## config.mk

```make
export PLATFORM = sky130hd
export DESIGN_NAME = instr_fetch_unit_flat
export DESIGN_NICKNAME = d
export VERILOG_FILES = /design/src/rtl/instr_fetch_unit_if.sv /design/src/rtl/instr_fetch_unit.sv /design/src/flat_wrapper.sv
export SDC_FILE = /design/constraint.sdc
export NUM_CORES = 1
export LEC_CHECK = 0
export ABC_AREA = 1
export CAP_MARGIN = 20
export CORE_ASPECT_RATIO = 0.5
export CORE_MARGIN = 2
export CORE_UTILIZATION = 50
export DETAILED_ROUTE_END_ITERATION = 12
export GPL_TIMING_DRIVEN = 0
export PLACE_DENSITY = 0.77
export SYNTH_ARGS = -nofsm -noshare
export SYNTH_HDL_FRONTEND = slang
export SYNTH_SLANG_ARGS = --single-unit
```

## constraint.sdc

```tcl
create_clock -name clk -period 2.4 [get_ports clk]
set_input_delay 0.24 -clock clk [delete_from_list [all_inputs] [get_ports clk]]
set_output_delay 0.24 -clock clk [all_outputs]
set_load 0.1 [all_outputs]
```

## src/rtl/instr_fetch_unit_if.sv

```systemverilog
// instr_fetch_unit_if: fetch unit bus to instruction memory and to the control unit/datapath
interface instr_fetch_unit_if #(
  parameter int CNT_W = 32
);
  logic             imem_req;
  logic [31:0]      imem_addr;
  logic             imem_ready;
  logic [31:0]      imem_rdata;
  logic [31:0]      instr;
  logic [31:0]      instr_pc;
  logic             instr_valid;
  logic             pcsrc;
  logic [31:0]      branch_off;
  logic             ex_done;
  logic             halted;
  logic             misalign;
  logic [CNT_W-1:0] retired;

  modport master (
    output imem_req, imem_addr, instr, instr_pc, instr_valid, halted, misalign, retired,
    input  imem_ready, imem_rdata, pcsrc, branch_off, ex_done
  );

  modport slave (
    input  imem_req, imem_addr, instr, instr_pc, instr_valid, halted, misalign, retired,
    output imem_ready, imem_rdata, pcsrc, branch_off, ex_done
  );
endinterface

```

## src/rtl/instr_fetch_unit.sv

```systemverilog
// instr_fetch_unit: PC holder and one-at-a-time instruction fetcher feeding the control unit
module instr_fetch_unit #(
  parameter logic [31:0] RESET_PC = 32'h0000_0000,
  parameter int          CNT_W    = 32
) (
  input logic clk,
  input logic rst,
  instr_fetch_unit_if.master bus
);
  typedef enum logic [1:0] {S_RESET, S_FETCH, S_ISSUE, S_HALT} state_t;

  state_t           state_q;
  logic [31:0]      pc_q;
  logic [31:0]      instr_q;
  logic [31:0]      instr_pc_q;
  logic             misalign_q;
  logic [CNT_W-1:0] retired_q;
  logic [31:0]      target;
  logic [31:0]      pc_d;
  logic             stop_word;

  // next PC: sequential step or word-aligned branch target, both wrapping at 2^32
  always_comb begin
    target    = pc_q + bus.branch_off;
    pc_d      = bus.pcsrc ? pc_q + 32'd4 : {target[31:2], 2'b00};
    stop_word = (bus.imem_rdata == 32'h0000_0073) || (bus.imem_rdata == 32'h0000_0000);
  end

  // fetch/issue/halt sequencing with registered instruction, PC, flags and retire count
  always_ff @(posedge clk or negedge rst) begin
    if (!rst) begin
      state_q    <= S_RESET;
      pc_q       <= RESET_PC;
      instr_q    <= 32'h0000_0013;
      instr_pc_q <= RESET_PC;
      misalign_q <= 1'b0;
      retired_q  <= '0;
    end else begin
      case (state_q)
        S_RESET: state_q <= S_FETCH;
        S_FETCH: if (bus.imem_ready) begin
          instr_q    <= bus.imem_rdata;
          instr_pc_q <= pc_q;
          state_q    <= stop_word ? S_HALT : S_ISSUE;
        end
        S_ISSUE: if (bus.ex_done) begin
          retired_q  <= retired_q + 1'b1;
          pc_q       <= pc_d;
          misalign_q <= misalign_q | (!bus.pcsrc && target[1:0] != 2'b00);
          state_q    <= S_FETCH;
        end
        default: state_q <= S_HALT;
      endcase
    end
  end

  assign bus.imem_req    = state_q == S_FETCH;
  assign bus.imem_addr   = pc_q;
  assign bus.instr_valid = state_q == S_ISSUE;
  assign bus.halted      = state_q == S_HALT;
  assign bus.instr       = instr_q;
  assign bus.instr_pc    = instr_pc_q;
  assign bus.misalign    = misalign_q;
  assign bus.retired     = retired_q;
endmodule

```

## src/flat_wrapper.sv

```systemverilog
// flat-port wrapper written by rule: the top's interface ports become plain ports
module instr_fetch_unit_flat 
#(
  parameter logic [31:0] RESET_PC = 32'h0000_0000,
  parameter int          CNT_W    = 32
)
  (clk, rst, bus_imem_req, bus_imem_addr, bus_instr, bus_instr_pc, bus_instr_valid, bus_halted, bus_misalign, bus_retired, bus_imem_ready, bus_imem_rdata, bus_pcsrc, bus_branch_off, bus_ex_done);
  instr_fetch_unit_if #(.CNT_W(CNT_W)) bus_i ();
  input logic clk;
  input logic rst;
  output wire logic [$bits(bus_i.imem_req)-1:0] bus_imem_req;
  output wire logic [$bits(bus_i.imem_addr)-1:0] bus_imem_addr;
  output wire logic [$bits(bus_i.instr)-1:0] bus_instr;
  output wire logic [$bits(bus_i.instr_pc)-1:0] bus_instr_pc;
  output wire logic [$bits(bus_i.instr_valid)-1:0] bus_instr_valid;
  output wire logic [$bits(bus_i.halted)-1:0] bus_halted;
  output wire logic [$bits(bus_i.misalign)-1:0] bus_misalign;
  output wire logic [$bits(bus_i.retired)-1:0] bus_retired;
  input wire logic [$bits(bus_i.imem_ready)-1:0] bus_imem_ready;
  input wire logic [$bits(bus_i.imem_rdata)-1:0] bus_imem_rdata;
  input wire logic [$bits(bus_i.pcsrc)-1:0] bus_pcsrc;
  input wire logic [$bits(bus_i.branch_off)-1:0] bus_branch_off;
  input wire logic [$bits(bus_i.ex_done)-1:0] bus_ex_done;
  assign bus_imem_req = bus_i.imem_req;
  assign bus_imem_addr = bus_i.imem_addr;
  assign bus_instr = bus_i.instr;
  assign bus_instr_pc = bus_i.instr_pc;
  assign bus_instr_valid = bus_i.instr_valid;
  assign bus_halted = bus_i.halted;
  assign bus_misalign = bus_i.misalign;
  assign bus_retired = bus_i.retired;
  assign bus_i.imem_ready = bus_imem_ready;
  assign bus_i.imem_rdata = bus_imem_rdata;
  assign bus_i.pcsrc = bus_pcsrc;
  assign bus_i.branch_off = bus_branch_off;
  assign bus_i.ex_done = bus_ex_done;
  instr_fetch_unit #(.RESET_PC(RESET_PC), .CNT_W(CNT_W)) u_core (.clk(clk), .rst(rst), .bus(bus_i));
endmodule
```

### Word-level counts from Yosys, hierarchy flattened

Cells that the tools add are included.
W data, S select, Z words.

| word-level totals | value |
|---|---|
| bits in registers | 131 |
| output and inout bits | 132 |
| word-level logic and storage cells | 30 |

| cells by class | value |
|---|---|
| add/sub/neg operators | 3 |
| equality and inequality tests | 6 |
| mux-type cells | 5 |
| bitwise logic cells | 1 |
| reduce and logical (&&, ||, !) cells | 9 |

Operator list:

| cell | count |
|---|---|
| $add A32 B1 Y32 const B | 1 |
| $add A32 B3 Y32 const B | 1 |
| $add A32 B32 Y32 | 1 |
| $eq A32 B7 Y1 const B | 1 |
| $logic_not A32 Y1 | 1 |
| $mux W32 | 1 |
| $pmux W2 S3 | 1 |
| $reduce_and A2 Y1 | 3 |
| $eq A2 B2 Y1 const B | 2 |
| $mux W2 | 2 |
| $ne A2 B1 Y1 const B | 2 |
| $eq A2 B1 Y1 const B | 1 |
| $logic_not A2 Y1 | 1 |
| $reduce_bool A2 Y1 | 1 |
| $logic_and A1 B1 Y1 | 1 |
| $logic_not A1 Y1 | 1 |
| $logic_or A1 B1 Y1 | 1 |
| $mux W1 | 1 |
| $or A1 B1 Y1 | 1 |

### Longest topological paths before layout

Gate-level depths: netlist of run 1.

| logic depth | value |
|---|---|
| depth in word-level cells | 5 |
| depth in mapped cells | 13 |

### Least setup slack after synthesis of run 1

Ideal clock, no wire load.

| timing path | value |
|---|---|
| path type | register -> register |
| start point | register u_core.state_q[1] |
| end point | register u_core.instr_pc_q[23], in the netlist u_core.bus.instr_pc[23] |
| setup time | 132 ps |
| data arrival time | 2678 ps |
| data required time | 2268 ps |
| setup slack | -410 ps |
| cell stages (with the launch flop) | 7 |
| path buffers | 2 |
| cell sequence | dfrtp_1 > nor2_1 > nand2_1 > buf_2 > buf_1 > nand2_1 > o21ai_0 |

| between the ends | value |
|---|---|
| longest elaborated chain between the ends | 2 |

RTL lines:

| item | line | RTL |
|---|---|---|
| start: declaration | instr_fetch_unit.sv:12 | `state_t state_q;` |
| start signal: assignment | instr_fetch_unit.sv:44 | `state_q <= stop_word ? S_HALT : S_ISSUE;` |
| $eq A2 B1 Y1 | - |  |
| via bus_imem_req | flat_wrapper.sv:11 | `output wire logic [$bits(bus_i.imem_req)-1:0] bus_imem_req;` |
| $reduce_and A2 Y1 (no line) | - |  |
| end signal: assignment | instr_fetch_unit.sv:43 | `instr_pc_q <= pc_q;` |
| end: declaration | instr_fetch_unit.sv:15 | `logic [31:0] instr_pc_q;` |

The timed path passes the listed nets, and every way through them passes these cells.
A chain may end at the register's enable or synchronous reset.

### Worst setup path after layout of run 1

| timing path | value |
|---|---|
| start point | register u_core.pc_q[10], in the netlist u_core.bus.imem_addr[10] |
| end point | output port bus_imem_addr[10] |

RTL lines:

| item | line | RTL |
|---|---|---|
| start: declaration | instr_fetch_unit.sv:13 | `logic [31:0] pc_q;` |
| start signal: assignment | instr_fetch_unit.sv:48 | `pc_q <= pc_d;` |
| end: declaration | flat_wrapper.sv:12 | `output wire logic [$bits(bus_i.imem_addr)-1:0] bus_imem_addr;` |

No word-level cell between the ends.

==> out/metrics.sh, run 1 <==
RUN_STATUS='finished, final reports clean'
TOTAL_GLOBAL_ROUTING_OVERFLOW=0
SYNTH_TOP_CELL_BY_AREA='sky130_fd_sc_hd__dfrtp_1'
TOTAL_WIRE_LENGTH_UM=27000
SYNTHTOPCELLSBYAREA='sky130_fd_sc_hd__dfrtp_1 (36%), sky130_fd_sc_hd__nand2_1 (18%), sky130_fd_sc_hd__inv_1 (8.6%), sky130_fd_sc_hd__o21ai_0 (4.9%), sky130_fd_sc_hd__ha_1 (4.5%)'
POST-SYNTH-TOP-AREA-FRACTION_PCT=36.4
CTS_ROOT_BUF='sky130_fd_sc_hd__clkbuf_16'
PERIOD_SHARE_PCT=98.4
DIE_WIDTH_UM=189
STARTING_DENSITY_OF_THE_CORE_PCT=51.7
CRITPATHARRIVALTIME_NS=2.12
FINALSETUPVIOLCOUNT=0
CTS_TREE='built'
SYNTH_CELL_TYPES=42
CTS_SETUP_BUFFERS=0
SYNTH_TOP_FLOP_CELL='sky130_fd_sc_hd__dfrtp_1'
DIE_H_UM=96.4
CRITICAL_PATH_BUFFERS_AND_INVERTERS=1
FINAL_ANTENNA_NET_COUNT=0
POSTSYNTHAREAPERCELL_UM2=6.89
MAX_CLOCK_FREQ_MHz=423
MAXCAPVIOLATIONS=0
CRIT_TYPE='flop to primary output'
CP_SLOWEST_STAGE_DELAY_NS=1.19
NUM_PORTS=201
PLACE.DETAILED.INSTANCES=1664
DIE-AREA_UM2=18200
ROUTE.DETAILED.WL_PER_INST_UM=15.9
WORST_HOLD_SLACK_NS=0.342
GP_CONGESTION=0.958
FINISH.NET_COUNT=1557
MOSTFREQUENTLAYOUTCELL='sky130_fd_sc_hd__nand2_1'
SYNTH_EDF_COUNT=0
SYNTH-SEQ-CELLS=127
GRTUSAGETOTAL_PCT=30.5
TIMING.CRITICAL_PATH.FROM_TYPE='flop'
FIN_CRIT_NS=2.36
DRT_DRC_VIOLATIONS_LEFT=0
FIRST_ITER_VIOLATIONS=577
SYNTHARSTFLOPSHARE_PCT=100
FINAL.FILL_COUNT=1404
FIRST_PASS_GRT_WIRE_LENGTH_UM=42900
TIMING.CRITICAL_PATH.MAX_DELAY_FAMILY='buffers and inverters'
ANTENNADIODECOUNT=0
VIAS_PER_CELL=5.23
SYNTH-WARNING-COUNT=0
PLACEABLECOREAREA_UM2=16500
ANTENNA_FOUND_INITIAL=0
MOST-COMMON-LAYOUT-CELLS='sky130_fd_sc_hd__nand2_1 (406), sky130_fd_sc_hd__inv_1 (196), sky130_fd_sc_hd__clkdlybuf4s50_1 (180)'
SEQ_AREA_FRAC_SYNTH_PCT=37.3
ROUTE.VIAS.TOTAL=8870
FINAL_MAX_SLEW_VIOL_COUNT=0
ROW_COUNT=33
ENDPOINT_KIND='primary output'
FINCLKSKEW_NS=0.00832
FINISH.CELL_COUNT_WITHOUT_FILLERS=1697
HOLD_PATH.CLASS='primary input to asynchronous set/reset pin'
VIA_COUNT_OF_THE_FIRST_GLOBAL_ROUTING_PASS=8480
SYNTHESIS.AREA_UM2=8530
FIRSTDRTPASSITERS=6
CLOCKBUFFERDEPTH=2
REPORT.FINAL.HOLD_VIOL_COUNT=0
CTS.REPORTEDPATHS.CLKPINSLEW_NS=0.06
GRT_MAX_DEGREE=83
TIMING.SLEW.HEADROOM_PCT=31.5
CRIT_REQUIRED_NS=2.16
NUMPORTBUFFERS=195
SLEW_OF_THE_PIN_WITH_THE_LOWEST_SLEW_MARGIN_NS=1.02
HTREEDEPTH=4
POSTSYNTHCELLCOUNT=1238
CLOCK_INSERTION_DELAY_WORST_SKEW_NS=0.42
CP_MAX_FO=5
DPL.HPWL_UM=21600
TIMING.SETUP.TNS_NS=0
RSZ0062_AT_GRT='no'
AREA_DELTA_SYNTH_FINAL_PCT=33.8
CTS_BUFFERS=17
CRITICAL_PATH.SLOWEST_CELL='sky130_fd_sc_hd__clkdlybuf4s50_1'
FINAL_LAYOUT_SIZE_SUFFIX_GT1_SHARE_PCT=6.12
CLKSINKCOUNT=127
WORST_PATH_CELL_CHAIN='clkdlybuf4s50_1'
==> kinds of logic after synthesis <==
kind of cell    share of synthesized area, %
compound gates                          10.2
fa+ha+maj                               4.55
other cells                           0.0439
mux                                     1.45
flops                                   37.3
xor+xnor                                4.21
simple gates                            31.8
buf+inv                                 10.4
==> Yosys cell counts, types with 2 or more instances <==
master                     instances
sky130_fd_sc_hd__nand2_1         406
sky130_fd_sc_hd__inv_1           196
sky130_fd_sc_hd__dfrtp_1         124
sky130_fd_sc_hd__nor2_1           88
sky130_fd_sc_hd__o21ai_0          84
sky130_fd_sc_hd__nand3_1          68
sky130_fd_sc_hd__a21oi_1          49
sky130_fd_sc_hd__ha_1             31
sky130_fd_sc_hd__xor2_1           27
sky130_fd_sc_hd__nor3_1           25
sky130_fd_sc_hd__clkbuf_1         18
sky130_fd_sc_hd__nand4_1          16
sky130_fd_sc_hd__xnor2_1          14
sky130_fd_sc_hd__mux2_2           11
sky130_fd_sc_hd__a21boi_0          9
sky130_fd_sc_hd__nor2_4            7
sky130_fd_sc_hd__nor4_1            7
sky130_fd_sc_hd__a22oi_1           6
sky130_fd_sc_hd__o21bai_1          5
sky130_fd_sc_hd__buf_1             4
sky130_fd_sc_hd__buf_4             4
sky130_fd_sc_hd__inv_2             4
sky130_fd_sc_hd__buf_2             3
sky130_fd_sc_hd__dfstp_2           3
sky130_fd_sc_hd__nand2_2           3
sky130_fd_sc_hd__nand2_4           3
sky130_fd_sc_hd__nand3_2           3
sky130_fd_sc_hd__nand3b_1          3
sky130_fd_sc_hd__nor2_2            2
sky130_fd_sc_hd__nor3_2            2
sky130_fd_sc_hd__o32ai_1           2
==> routing by layer <==
layer / share of wire [%] / vias up / routed length, µm / track usage [%]
met5: 0 / - / 0 / 0
met4: 1.5 / 0 / 413 / 7.49
met3: 8.6 / 36 / 2330 / 6.10
met2: 45 / 377 / 12200 / 50.1
met1: 45 / 4114 / 12100 / 42.0
li1: - / 4343 / - / -
==> timing repair <==
action                     in CTS  in global routing
setup endpoints to repair       5                 13
hold buffers                    1                  0
resized for setup               5                 15
hold endpoints to repair       45                  0
==> sequential cells by signal, indices dropped and copies added, names as in the netlist <==
name	count
u_core.state_q	2
u_core.bus.misalign	1
u_core.bus.retired	32
u_core.bus.instr_pc	30
u_core.bus.imem_addr	30
u_core.bus.instr	32
==> metrics by stage <==
step	worst slack (ns)	utilization [%]	area (µm²)
final	0.0375	69.1	11400
after global routing	0.000265	69.1	11400
after CTS	0.00357	68.9	11400
after detailed placement	-0.0402	65.5	10800
after global placement	-4.32	65.3	10800
after floorplan	0.0285	-	8550
==> worst paths after layout <==
check	startpoint	endpoint	slack, ns	cells after the start
min in group clk	bus_pcsrc	u_core.bus.imem_addr[19]	0.40	5
max	u_core.bus.imem_addr[10]	bus_imem_addr[10]	0.04	1
min	rst	u_core.bus.imem_addr[5]	0.34	2
max in group asynchronous	rst	u_core.bus.instr[0]	1.27	3
min reg2reg	u_core.bus.retired[31]	u_core.bus.retired[31]	0.48	1
max reg2reg	u_core.bus.imem_addr[12]	u_core.bus.imem_addr[15]	0.17	9
==> cell type report <==
cell class                 instances  area (µm²)  share of cell area, %
clock buffer                      18         429                   3.76
buffer                            30         139                   1.22
timing repair buffer             197        2010                   17.6
inverter                         200         751                   6.58
tap                              227         284                   2.49
multi-input combinational        884        4480                   39.3
clock inverter                    14         135                   1.18
sequential                       127        3190                   27.9
Power of run 1 is left out: the tool's default activity adds up to more than one toggle a clock period on the data nets, which glitch-free logic cannot reach.
==> run 2, diff against run 1 <==
clock period = 2.9 ns   (was 2.4 ns; I/O delays follow)
==> out/metrics.sh, run 2 (synthesized netlist as in run 1, its figures left out) <==
CTS_TREE='built'
TIMING.SLEW.HEADROOM_PCT=31.0
DIE_WIDTH_UM=189
CLOCK_INSERTION_DELAY_WORST_SKEW_NS=0.41
STARTING_DENSITY_OF_THE_CORE_PCT=51.7
CTS_SETUP_BUFFERS=0
CTS_ROOT_BUF='sky130_fd_sc_hd__clkbuf_16'
TIMING.CRITICAL_PATH.FROM_TYPE='flop'
WORST_HOLD_SLACK_NS=0.417
GRTUSAGETOTAL_PCT=29.7
FINAL_LAYOUT_SIZE_SUFFIX_GT1_SHARE_PCT=5.51
FINAL_MAX_SLEW_VIOL_COUNT=0
CP_MAX_FO=4
SLEW_OF_THE_PIN_WITH_THE_LOWEST_SLEW_MARGIN_NS=1.03
TOTAL_GLOBAL_ROUTING_OVERFLOW=0
HTREEDEPTH=4
AREA_DELTA_SYNTH_FINAL_PCT=34.1
ANTENNA_FOUND_INITIAL=0
MOSTFREQUENTLAYOUTCELL='sky130_fd_sc_hd__nand2_1'
ANTENNADIODECOUNT=0
CRIT_TYPE='flop to primary output'
FIRSTDRTPASSITERS=6
CLOCKBUFFERDEPTH=2
DPL.HPWL_UM=21200
DIE-AREA_UM2=18200
VIAS_PER_CELL=5.26
PERIOD_SHARE_PCT=89.1
CRITICAL_PATH.SLOWEST_CELL='sky130_fd_sc_hd__clkdlybuf4s50_1'
ENDPOINT_KIND='primary output'
CRIT_REQUIRED_NS=2.61
ROUTE.VIAS.TOTAL=8918
UTILIZATION_PCT=69.3
CTS.REPORTEDPATHS.CLKPINSLEW_NS=0.06
DRT_DRC_VIOLATIONS_LEFT=0
RUN_STATUS='finished, final reports clean'
MOST-COMMON-LAYOUT-CELLS='sky130_fd_sc_hd__nand2_1 (406), sky130_fd_sc_hd__inv_1 (196), sky130_fd_sc_hd__clkdlybuf4s50_1 (194)'
TOTAL_WIRE_LENGTH_UM=26800
RSZ0062_AT_GRT='no'
FINAL_ANTENNA_NET_COUNT=0
DIE_H_UM=96.4
FINALSETUPVIOLCOUNT=0
WORST_PATH_CELL_CHAIN='nor2_1, clkdlybuf4s50_1'
FINCLKSKEW_NS=0.00653
FIRST_ITER_VIOLATIONS=606
MAXCAPVIOLATIONS=0
CP_SLOWEST_STAGE_DELAY_NS=1.19
HOLD_PATH.CLASS='primary input to asynchronous set/reset pin'
ROW_COUNT=33
FIRST_PASS_GRT_WIRE_LENGTH_UM=41900
MAX_CLOCK_FREQ_MHz=387
VIA_COUNT_OF_THE_FIRST_GLOBAL_ROUTING_PASS=8260
CRITPATHARRIVALTIME_NS=2.29
CLKSINKCOUNT=127
PLACEABLECOREAREA_UM2=16500
CTS_BUFFERS=17
GP_CONGESTION=1.00
ROUTE.DETAILED.WL_PER_INST_UM=15.8
FINISH.NET_COUNT=1557
REPORT.FINAL.HOLD_VIOL_COUNT=0
GRT_MAX_DEGREE=68
NUM_PORTS=201
FIN_CRIT_NS=2.58
NUMPORTBUFFERS=195
## run 2: layout make-up
class | instances | area, µm²
Fill cell | 1366 | 5070
Multi-Input combinational cell | 884 | 4470
Sequential cell | 127 | 3180
Timing Repair Buffer | 197 | 1990
Inverter | 200 | 751
Clock buffer | 20 | 467
Tap cell | 227 | 284
Clock inverter | 11 | 156
Buffer | 30 | 139
## run 2: path summary, 6_finish.rpt
check | from | to | slack [ns] | cells past startpoint
setup reg to reg | u_core.bus.imem_addr[11] | u_core.bus.imem_addr[12] | 0.47 | 9
max in group asynchronous | rst | u_core.bus.instr[4] | 1.69 | 3
setup / recovery | u_core.state_q[1] | bus_imem_req | 0.32 | 2
hold / removal | rst | u_core.bus.imem_addr[4] | 0.42 | 2
min in group clk | bus_pcsrc | u_core.bus.imem_addr[19] | 0.42 | 5
hold reg to reg | u_core.bus.retired[31] | u_core.bus.retired[31] | 0.47 | 1
## run 2: per-layer routing
metal	global-route usage (%)	part of all wire (%)	routed length, µm	vias to the layer above
met3	4.88	9.1	2440	51
met2	48.8	45	12000	380
met4	10.4	2.5	670	0
met5	0	0	0	-
met1	40.5	44	11700	4133
li1	-	-	-	4354
## run 2: stage by stage
stage	setup TNS, ns	setup WS, ns	area [µm²]	cells
final	0	0.317	11400	1696
after global routing	0	0.289	11400	1696
after CTS	0	0.324	11400	1696
after detailed placement	0	0.408	10800	1664
after global placement	-427.05	-3.41	10800	1663
after floorplan	0	0.0902	8540	1241
## run 2: critical path, delay by kind of cell (launching register included)
family,cells,cell delay (ns)
buf+inv,1,1.19
flops,1,0.43
simple gates,1,0.25
## run 2: timing repair
action                     CTS  global route
resized for setup            0             0
setup endpoints to repair    0             0
hold buffers                 1             0
hold endpoints to repair    60             0
Power of run 2 is left out for the same reason.
